## src/rtl/hi_lo_mult_div.sv

```systemverilog
// Iterative 32-bit MULT/MULTU/DIV/DIVU unit producing the 64-bit {HI,LO} value.
// One radix-2 shift-add / restoring-divide step per cycle, sign fix-up in a final state.
module hi_lo_mult_div (
  input  logic        clk,
  input  logic        rst_n,
  input  logic        start_i,
  input  logic        flush_i,
  input  logic [1:0]  op_i,
  input  logic [31:0] a_i,
  input  logic [31:0] b_i,
  output logic        busy_o,
  output logic        done_o,
  output logic [63:0] result_o
);

  localparam logic [1:0] S_IDLE = 2'd0;
  localparam logic [1:0] S_RUN  = 2'd1;
  localparam logic [1:0] S_FIX  = 2'd2;

  logic [1:0]  state_q, state_d;
  logic [4:0]  cnt_q, cnt_d;
  logic        div_q, div_d;
  logic        sa_q, sa_d, sb_q, sb_d;
  logic        bz_q, bz_d;
  logic [31:0] aorig_q, aorig_d;
  logic [31:0] opnd_q, opnd_d;
  logic [63:0] acc_q, acc_d;
  logic        busy_q, busy_d;
  logic        done_q, done_d;
  logic [63:0] res_q, res_d;

  logic        a_neg, b_neg;
  logic [31:0] mag_a, mag_b;
  logic [32:0] mul_sum;
  logic [63:0] mul_nxt;
  logic [32:0] rem_sh, trial;
  logic [63:0] div_nxt;
  logic [31:0] quo_fix, rem_fix;
  logic [63:0] fix_res;

  // Only the signed ops (op[0]==0) see their operands as two's complement.
  assign a_neg = ~op_i[0] & a_i[31];
  assign b_neg = ~op_i[0] & b_i[31];
  assign mag_a = a_neg ? -a_i : a_i;
  assign mag_b = b_neg ? -b_i : b_i;

  // Multiply: acc = {hi, multiplier}; add multiplicand into hi, then shift right with carry.
  assign mul_sum = {1'b0, acc_q[63:32]} + (acc_q[0] ? {1'b0, opnd_q} : 33'd0);
  assign mul_nxt = {mul_sum, acc_q[31:1]};

  // Divide: acc = {rem, quo}; the shifted-out bit keeps the trial subtract 33 bits wide.
  assign rem_sh  = acc_q[63:31];
  assign trial   = rem_sh - {1'b0, opnd_q};
  assign div_nxt = trial[32] ? {rem_sh[31:0], acc_q[30:0], 1'b0}
                             : {trial[31:0],  acc_q[30:0], 1'b1};

  assign quo_fix = (sa_q ^ sb_q) ? -acc_q[31:0] : acc_q[31:0];
  assign rem_fix = sa_q ? -acc_q[63:32] : acc_q[63:32];

  always_comb begin
    fix_res = 64'h0;
    if (!div_q)    fix_res = (sa_q ^ sb_q) ? -acc_q : acc_q;
    else if (bz_q) fix_res = {aorig_q, 32'hFFFF_FFFF};
    else           fix_res = {rem_fix, quo_fix};
  end

  always_comb begin
    state_d = state_q;
    cnt_d   = cnt_q;
    div_d   = div_q;
    sa_d    = sa_q;
    sb_d    = sb_q;
    bz_d    = bz_q;
    aorig_d = aorig_q;
    opnd_d  = opnd_q;
    acc_d   = acc_q;
    busy_d  = busy_q;
    done_d  = 1'b0;
    res_d   = res_q;
    if (flush_i) begin
      state_d = S_IDLE;
      busy_d  = 1'b0;
    end else begin
      case (state_q)
        S_IDLE: begin
          if (start_i) begin
            state_d = S_RUN;
            busy_d  = 1'b1;
            cnt_d   = 5'd0;
            div_d   = op_i[1];
            sa_d    = a_neg;
            sb_d    = b_neg;
            bz_d    = (b_i == 32'h0);
            aorig_d = a_i;
            opnd_d  = op_i[1] ? mag_b : mag_a;
            acc_d   = {32'h0, op_i[1] ? mag_a : mag_b};
          end
        end
        S_RUN: begin
          acc_d = div_q ? div_nxt : mul_nxt;
          cnt_d = cnt_q + 5'd1;
          if (cnt_q == 5'd31) state_d = S_FIX;
        end
        S_FIX: begin
          state_d = S_IDLE;
          busy_d  = 1'b0;
          done_d  = 1'b1;
          res_d   = fix_res;
        end
        default: begin
          state_d = S_IDLE;
          busy_d  = 1'b0;
        end
      endcase
    end
  end

  always_ff @(posedge clk or negedge rst_n) begin
    if (!rst_n) begin
      state_q <= S_IDLE;
      cnt_q   <= 5'd0;
      div_q   <= 1'b0;
      sa_q    <= 1'b0;
      sb_q    <= 1'b0;
      bz_q    <= 1'b0;
      aorig_q <= 32'h0;
      opnd_q  <= 32'h0;
      acc_q   <= 64'h0;
      busy_q  <= 1'b0;
      done_q  <= 1'b0;
      res_q   <= 64'h0;
    end else begin
      state_q <= state_d;
      cnt_q   <= cnt_d;
      div_q   <= div_d;
      sa_q    <= sa_d;
      sb_q    <= sb_d;
      bz_q    <= bz_d;
      aorig_q <= aorig_d;
      opnd_q  <= opnd_d;
      acc_q   <= acc_d;
      busy_q  <= busy_d;
      done_q  <= done_d;
      res_q   <= res_d;
    end
  end

  assign busy_o   = busy_q;
  assign done_o   = done_q;
  assign result_o = res_q;

endmodule
```

## config.mk

```make
export PLATFORM = sky130hd
export DESIGN_NAME = hi_lo_mult_div
export DESIGN_NICKNAME = d
export VERILOG_FILES = /design/src/rtl/hi_lo_mult_div.sv
export SDC_FILE = /design/constraint.sdc
export NUM_CORES = 1
export LEC_CHECK = 0
export BUFFER_PORTS_ARGS = -buffer_cell sky130_fd_sc_hd__buf_4
export CAP_MARGIN = 20
export CORE_MARGIN = 3
export CORE_UTILIZATION = 35
export DETAILED_ROUTE_END_ITERATION = 10
export PLACE_DENSITY = 0.5
export RECOVER_POWER = 25
export SLEW_MARGIN = 5
export SYNTH_ARGS = -nofsm -noshare
export SYNTH_HDL_FRONTEND = slang
export SYNTH_SLANG_ARGS = --single-unit
```

## constraint.sdc

```tcl
create_clock -name clk -period 3.38 [get_ports clk]
set_clock_uncertainty 0.15 [all_clocks]
set_input_delay 0.338 -clock clk [delete_from_list [all_inputs] [get_ports clk]]
set_output_delay 0.338 -clock clk [all_outputs]
set_load 0.005 [all_outputs]
```

== After elaboration in Yosys (flattened, before gate mapping) ==
Index checks and enable logic that the tools add are counted.
Operators by class
  bitwise gates (word level): 5
  add/sub/neg operators: 8
  muxes and demuxes: 25
  equal/unequal tests: 7
  reductions and logical operators: 8
Operators by type and width (number)
  $mux 64: 6
  $mux 32: 7
  $neg 32->32: 4
  $pmux 64 s2: 1
  $neg 64->64: 1
  $add 32x32->33: 1
  $sub 33x32->33: 1
  $logic_not 32->1: 1
  $pmux 5 s2: 1
  $mux 2: 3
  $ne 3x3->1 const B: 2
  $reduce_and 2->1: 3
  $reduce_and 3->1: 2
  $add 5x1->5 const B: 1
  $eq 5x5->1 const B: 1
  $mux 5: 1
  $mux 1: 4
  $ne 2x2->1 const B: 2
  $pmux 2 s2: 1
  $and 1x1->1: 2
  $eq 2x1->1 const B: 1
  $eq 2x2->1 const B: 1
  $logic_not 2->1: 1
  $not 1->1: 2
  3 further kinds: 3
Storage, ports and cells
  logic and storage cells: 65
  bits in registers: 205
  bits of input ports: 70

== Logic depth before layout (Yosys ltp) ==
  depth in word-level cells: 6
  depth in mapped cells: 14
  gate-level depth less buffers: 13

== Worst setup path after synthesis ==
Ideal clock, no wire load.
  path type: flip-flop to flip-flop
  start point: reg acc_q[0]
  end point: reg acc_q[53]
  arrival time: 3144 ps
  setup time: 126 ps
  cell stages (with the launch flop): 14
  path slack: -40 ps
  path through: dfrtp_1 inv_1 clkbuf_1 nor2_1 ha_1 a21o_1 a21oi_1 nand2_1 a221oi_1 o21ai_0 a211o_1 a21boi_0 xnor2_1 a221o_1
Between the ends
  cells in the longest elaborated chain, start to end: 4
Ends and longest elaborated chain
  start: declaration: line 27  | logic [63:0] acc_q, acc_d;
  start signal: assignment: line 128  | acc_q <= 64'h0;
  start signal: assignment: line 141  | acc_q <= acc_d;
  $mux 32: line 48  | assign mul_sum = {1'b0, acc_q[63:32]} + (acc_q[0] ? {1'b0, opnd_q} : 33'd0);
  $add 32x32->33: line 48
  $mux 64: line 100  | acc_d = div_q ? div_nxt : mul_nxt;
  $pmux 64 s2: line 84  | case (state_q)
Every way passes these cells.
A chain may end at the register's enable or synchronous reset.

== Final worst setup path ==
  start point: reg acc_q[0]
  end point: reg acc_q[55]
Same word-level chain as after synthesis.

==> flow_metrics.py <==
metrics = {
    "setup_path": {
        "worstReg2RegEnd": "acc_q[55]",
        "cp.required_ns": 3.69,
        "crit_path_frequent_cell": "buf_4",
        "crit_path_end": "acc_q[55]",
        "critPathBufInv": 5,
        "arrival_ns": 3.59,
        "crit_slowest_cell": "fa_1",
        "reg2reg_slack_ns": 0.11,
        "slowest_delay_ns": 0.39,
        "crit_path_end_kind": "register",
        "r2r_start": "acc_q[0]",
        "r2r_cells": 16,
        "setup.worst_path.start": "acc_q[0]",
        "critical_path.max_fanout": 5,
        "path_class": "register to register",
        "crit_chain": "buf_4 > and2_1 > ha_1 > inv_1 > fa_1 > nor2b_1 > o2111ai_1 > nand2_2 > a221oi_2 > buf_4 > nor3b_2 > buf_4 > buf_4 > o31ai_2 > xor2_1 > a221o_1",
        "critPathLaunchType": "register",
        "critical_path_depth": 16,
        "critPathTopFamily": "compound AO/OA/AOI/OAI gates",
    },
    "power": {
        "p_int_w": 0.00810,
        "ir_worst_vdd_uv": 486,
        "cellLeakagePower_nw": 9.73,
        "p_per_area_nw_per_um2": 669,
        "p_clk_share_pct": 21.1,
        "p_seq_share_pct": 22.6,
        "swShare_pct": 43.4,
        "p_sw_w": 0.00622,
        "power_frac_comb_pct": 56.3,
    },
    "drt": {
        "drc": 0,
        "met3_wirelength_um": 4770,
        "drtIter0Drc": 1241,
        "postRouteAntennaNets": 0,
        "top_layer_used": "met4",
        "wire_per_inst_um": 22.0,
        "vias": 17000,
        "routed_wl_um": 67400,
        "wl_met2_um": 29500,
        "wl_met1_um": 30000,
        "drt_pass1_iterations": 6,
        "vias_per_cell": 5.56,
    },
    "synthesis": {
        "async_flop_share_pct": 100,
        "synth_cell_types": 74,
        "syn-cell-area_sq_um": 16600,
        "synth_ff_type": "dfrtp_1",
        "synth_seq_area_share_pct": 30.9,
        "synth_edf_count": 0,
        "ys_ff_latch": 205,
        "avgSynthCellArea_sq_um": 7.75,
        "syn_nets": 2287,
        "synth_cells": 2145,
        "ys_warn_count": 0,
    },
    "clocking": {
        "clock_path_buffers": 3,
        "cts_tree": "done",
        "numCtsBuffers": 27,
        "cts_sinks": 205,
        "clock-root-buffer": "clkbuf_16",
        "clkLatencyLatePin_ns": 0.58,
        "path_clk_slew_ns": 0.06,
        "htree_levels": 1,
    },
    "cells_and_area": {
        "final_cell_mix": "buf_4 (363), nand2_1 (305), nor2_1 (217), dfrtp_1 (203), o21ai_0 (187)",
        "regArea_sq_um": 5130,
        "final_common_cell": "buf_4",
        "fillers": 4659,
        "finalNonFillerCells": 3066,
        "fin_nets": 2582,
        "n_antenna_cell": 0,
        "areaGrowthSynthToFinish_pct": 28.8,
        "drive_above_1_share_pct": 20.3,
        "multiInputGateArea_sq_um": 11000,
    },
    "placed_design": {
        "gp_congestion": 0.972,
        "io_buffers": 135,
        "dp_hpwl_um": 51900,
        "place_inst": 2963,
    },
    "sta": {
        "slew_headroom_pct": -54.1,
        "tns_ns": 0,
        "min_period_ns": 3.27,
        "fmax_ghz": 0.305,
        "maxSlewViolCount": 80,
        "finalSetupViolations": 0,
        "period_share_pct": 96.9,
        "finalHoldViolCount": 0,
        "rsz0062_at_grt": "true",
        "worst_slew_pin_slew_ns": 2.31,
    },
    "min_path": {
        "min_path_type": "primary input to register",
    },
    "global_routing": {
        "grt_pass1_vias": 16300,
        "track_usage_pct": 25.9,
        "overflow": 0,
        "grt_pass1_wl_um": 100000,
        "grt_start_max_net_pins": 82,
        "grt_antenna_before_repair": 1,
    },
    "floorplan": {
        "rows": 79,
        "die-area_sq_um": 50100,
        "start_util_pct": 35.5,
        "boundaryPins": 136,
        "die_x_um": 224,
        "die_h_um": 224,
        "core_area_sq_um": 46800,
    },
    "run_status": {
        "status": "finished with violations",
        "violations": "max-capacitance violations, max-slew violations",
    },
    "job": {
        "max_cap_viol_count": 1,
    },
}
-- state kept, by name, summed over array words and instances (netlist names) --
name / cells
acc_q: 64
div_q: 1
cnt_q: 5
done_o: 1
busy_o: 1
state_q: 2
opnd_q: 32
sb_q: 1
sa_q: 1
aorig_q: 32
result_o: 64
bz_q: 1
-- worst min-delay path: cells and delay by family --
kind	cells	cell delay [ns]
AO/OA/AOI/OAI	1	0.17
buffers and inverters	1	0.11
XOR/XNOR	1	0.10
-- power by group through the flow --
| stage | Clock [W] | Sequential, W | Combinational, W |
|---|---|---|---|
| 2_1_floorplan | 0 | 0.00308 | 0.00473 |
| 3_3_place_gp | 0 | 0.00326 | 0.00758 |
| 3_5_place_dp | 0 | 0.00327 | 0.00762 |
| 4_1_cts | 0.00309 | 0.00323 | 0.00769 |
| 5_1_grt | 0.00317 | 0.00327 | 0.00880 |
| 6_report | 0.00302 | 0.00323 | 0.00807 |
-- Yosys cell counts, types with 11 or more instances --
master    count  area [sq um]
nor4_1       21           131
or3_1        24           150
o22a_1       11          96.3
nand3_1      30           150
a21oi_1     186           931
o41ai_1      18           158
xnor2_1     111           972
buf_1        17          63.8
a211oi_1     23           173
nand2_1     307          1150
clkbuf_1    129           484
dfrtp_1     205          5130
nor2b_1      13          81.3
nor2_1      219           822
inv_1        58           218
mux2i_1      71           711
nor3_1       39           195
xor2_1       91           797
o211ai_1     16           120
nand2b_1     21           131
o221ai_1     12           105
a31oi_1      22           138
o31ai_1      20           150
a22oi_1      16           120
a21o_1       31           233
o21ai_0     200          1000
nand4_1      15          93.8
ha_1         70           876
or4_1        16           120
-- how the worst min path moves through the flow --
stage | start | end | slack, ns | cells after the start
2_1_floorplan | rst_n | acc_q[0] | -0.11 | 0
3_3_place_gp | rst_n | result_o[42] | 0.22 | 1
3_5_place_dp | rst_n | result_o[42] | 0.21 | 1
4_1_cts | b_i[22] | opnd_q[22] | 0.006 | 3
5_1_grt | b_i[22] | opnd_q[22] | 0.03 | 3
6_report | b_i[22] | opnd_q[22] | 0.04 | 3
-- cells by family (layout without fill, tap and decap cells) --
group / Yosys count / in the layout / share of synthesized area, %
AO/OA/AOI/OAI: 629 / 629 / 23.2
adder cells (fa/ha/maj): 72 / 72 / 5.51
multiplexers: 78 / 78 / 4.75
XOR/XNOR: 202 / 202 / 10.6
flip-flops: 205 / 205 / 30.9
AND/OR/NAND/NOR: 748 / 748 / 20.2
buffers and inverters: 211 / 525 / 4.82
-- timing repair --
action	CTS	global route
pin swaps	0	13
hold endpoints to repair	115	0
cloned	0	2
setup endpoints to repair	8	42
setup buffers	0	14
hold buffers	39	0
resized for setup	6	58
-- area by class of cell --
cell class / count / area share [%]
multi-input combinational: 1729 / 51.3
tap: 607 / 3.55
inverter: 60 / 1.05
sequential: 205 / 24.0
clock buffer: 41 / 3.82
clock inverter: 7 / 0.497
timing repair buffer: 417 / 15.8
-- layer usage --
| layer | global-route usage (%) | vias to the layer above |
|---|---|---|
| met2 | 39.3 | 526 |
| li1 | - | 8201 |
| met1 | 35.9 | 8199 |
| met5 | 0 | - |
| met3 | 5.41 | 122 |
| met4 | 11.0 | 0 |
-- through the flow --
stage / setup slack, ns / power (W) / instance area [sq um] / hold WS (ns) / util, %
2_1_floorplan: 0.0367 / 0.00782 / 16600 / -0.108 / -
3_3_place_gp: -0.116 / 0.0108 / 19700 / 0.222 / 42.1
3_5_place_dp: -0.102 / 0.0109 / 19700 / 0.212 / 42.1
4_1_cts: 0.00674 / 0.0140 / 21000 / 0.00588 / 44.9
5_1_grt: -0.0366 / 0.0152 / 21400 / 0.0271 / 45.8
6_report: 0.105 / 0.0143 / 21400 / 0.0402 / 45.8
Note: power is estimated with default switching activity, not from simulation.
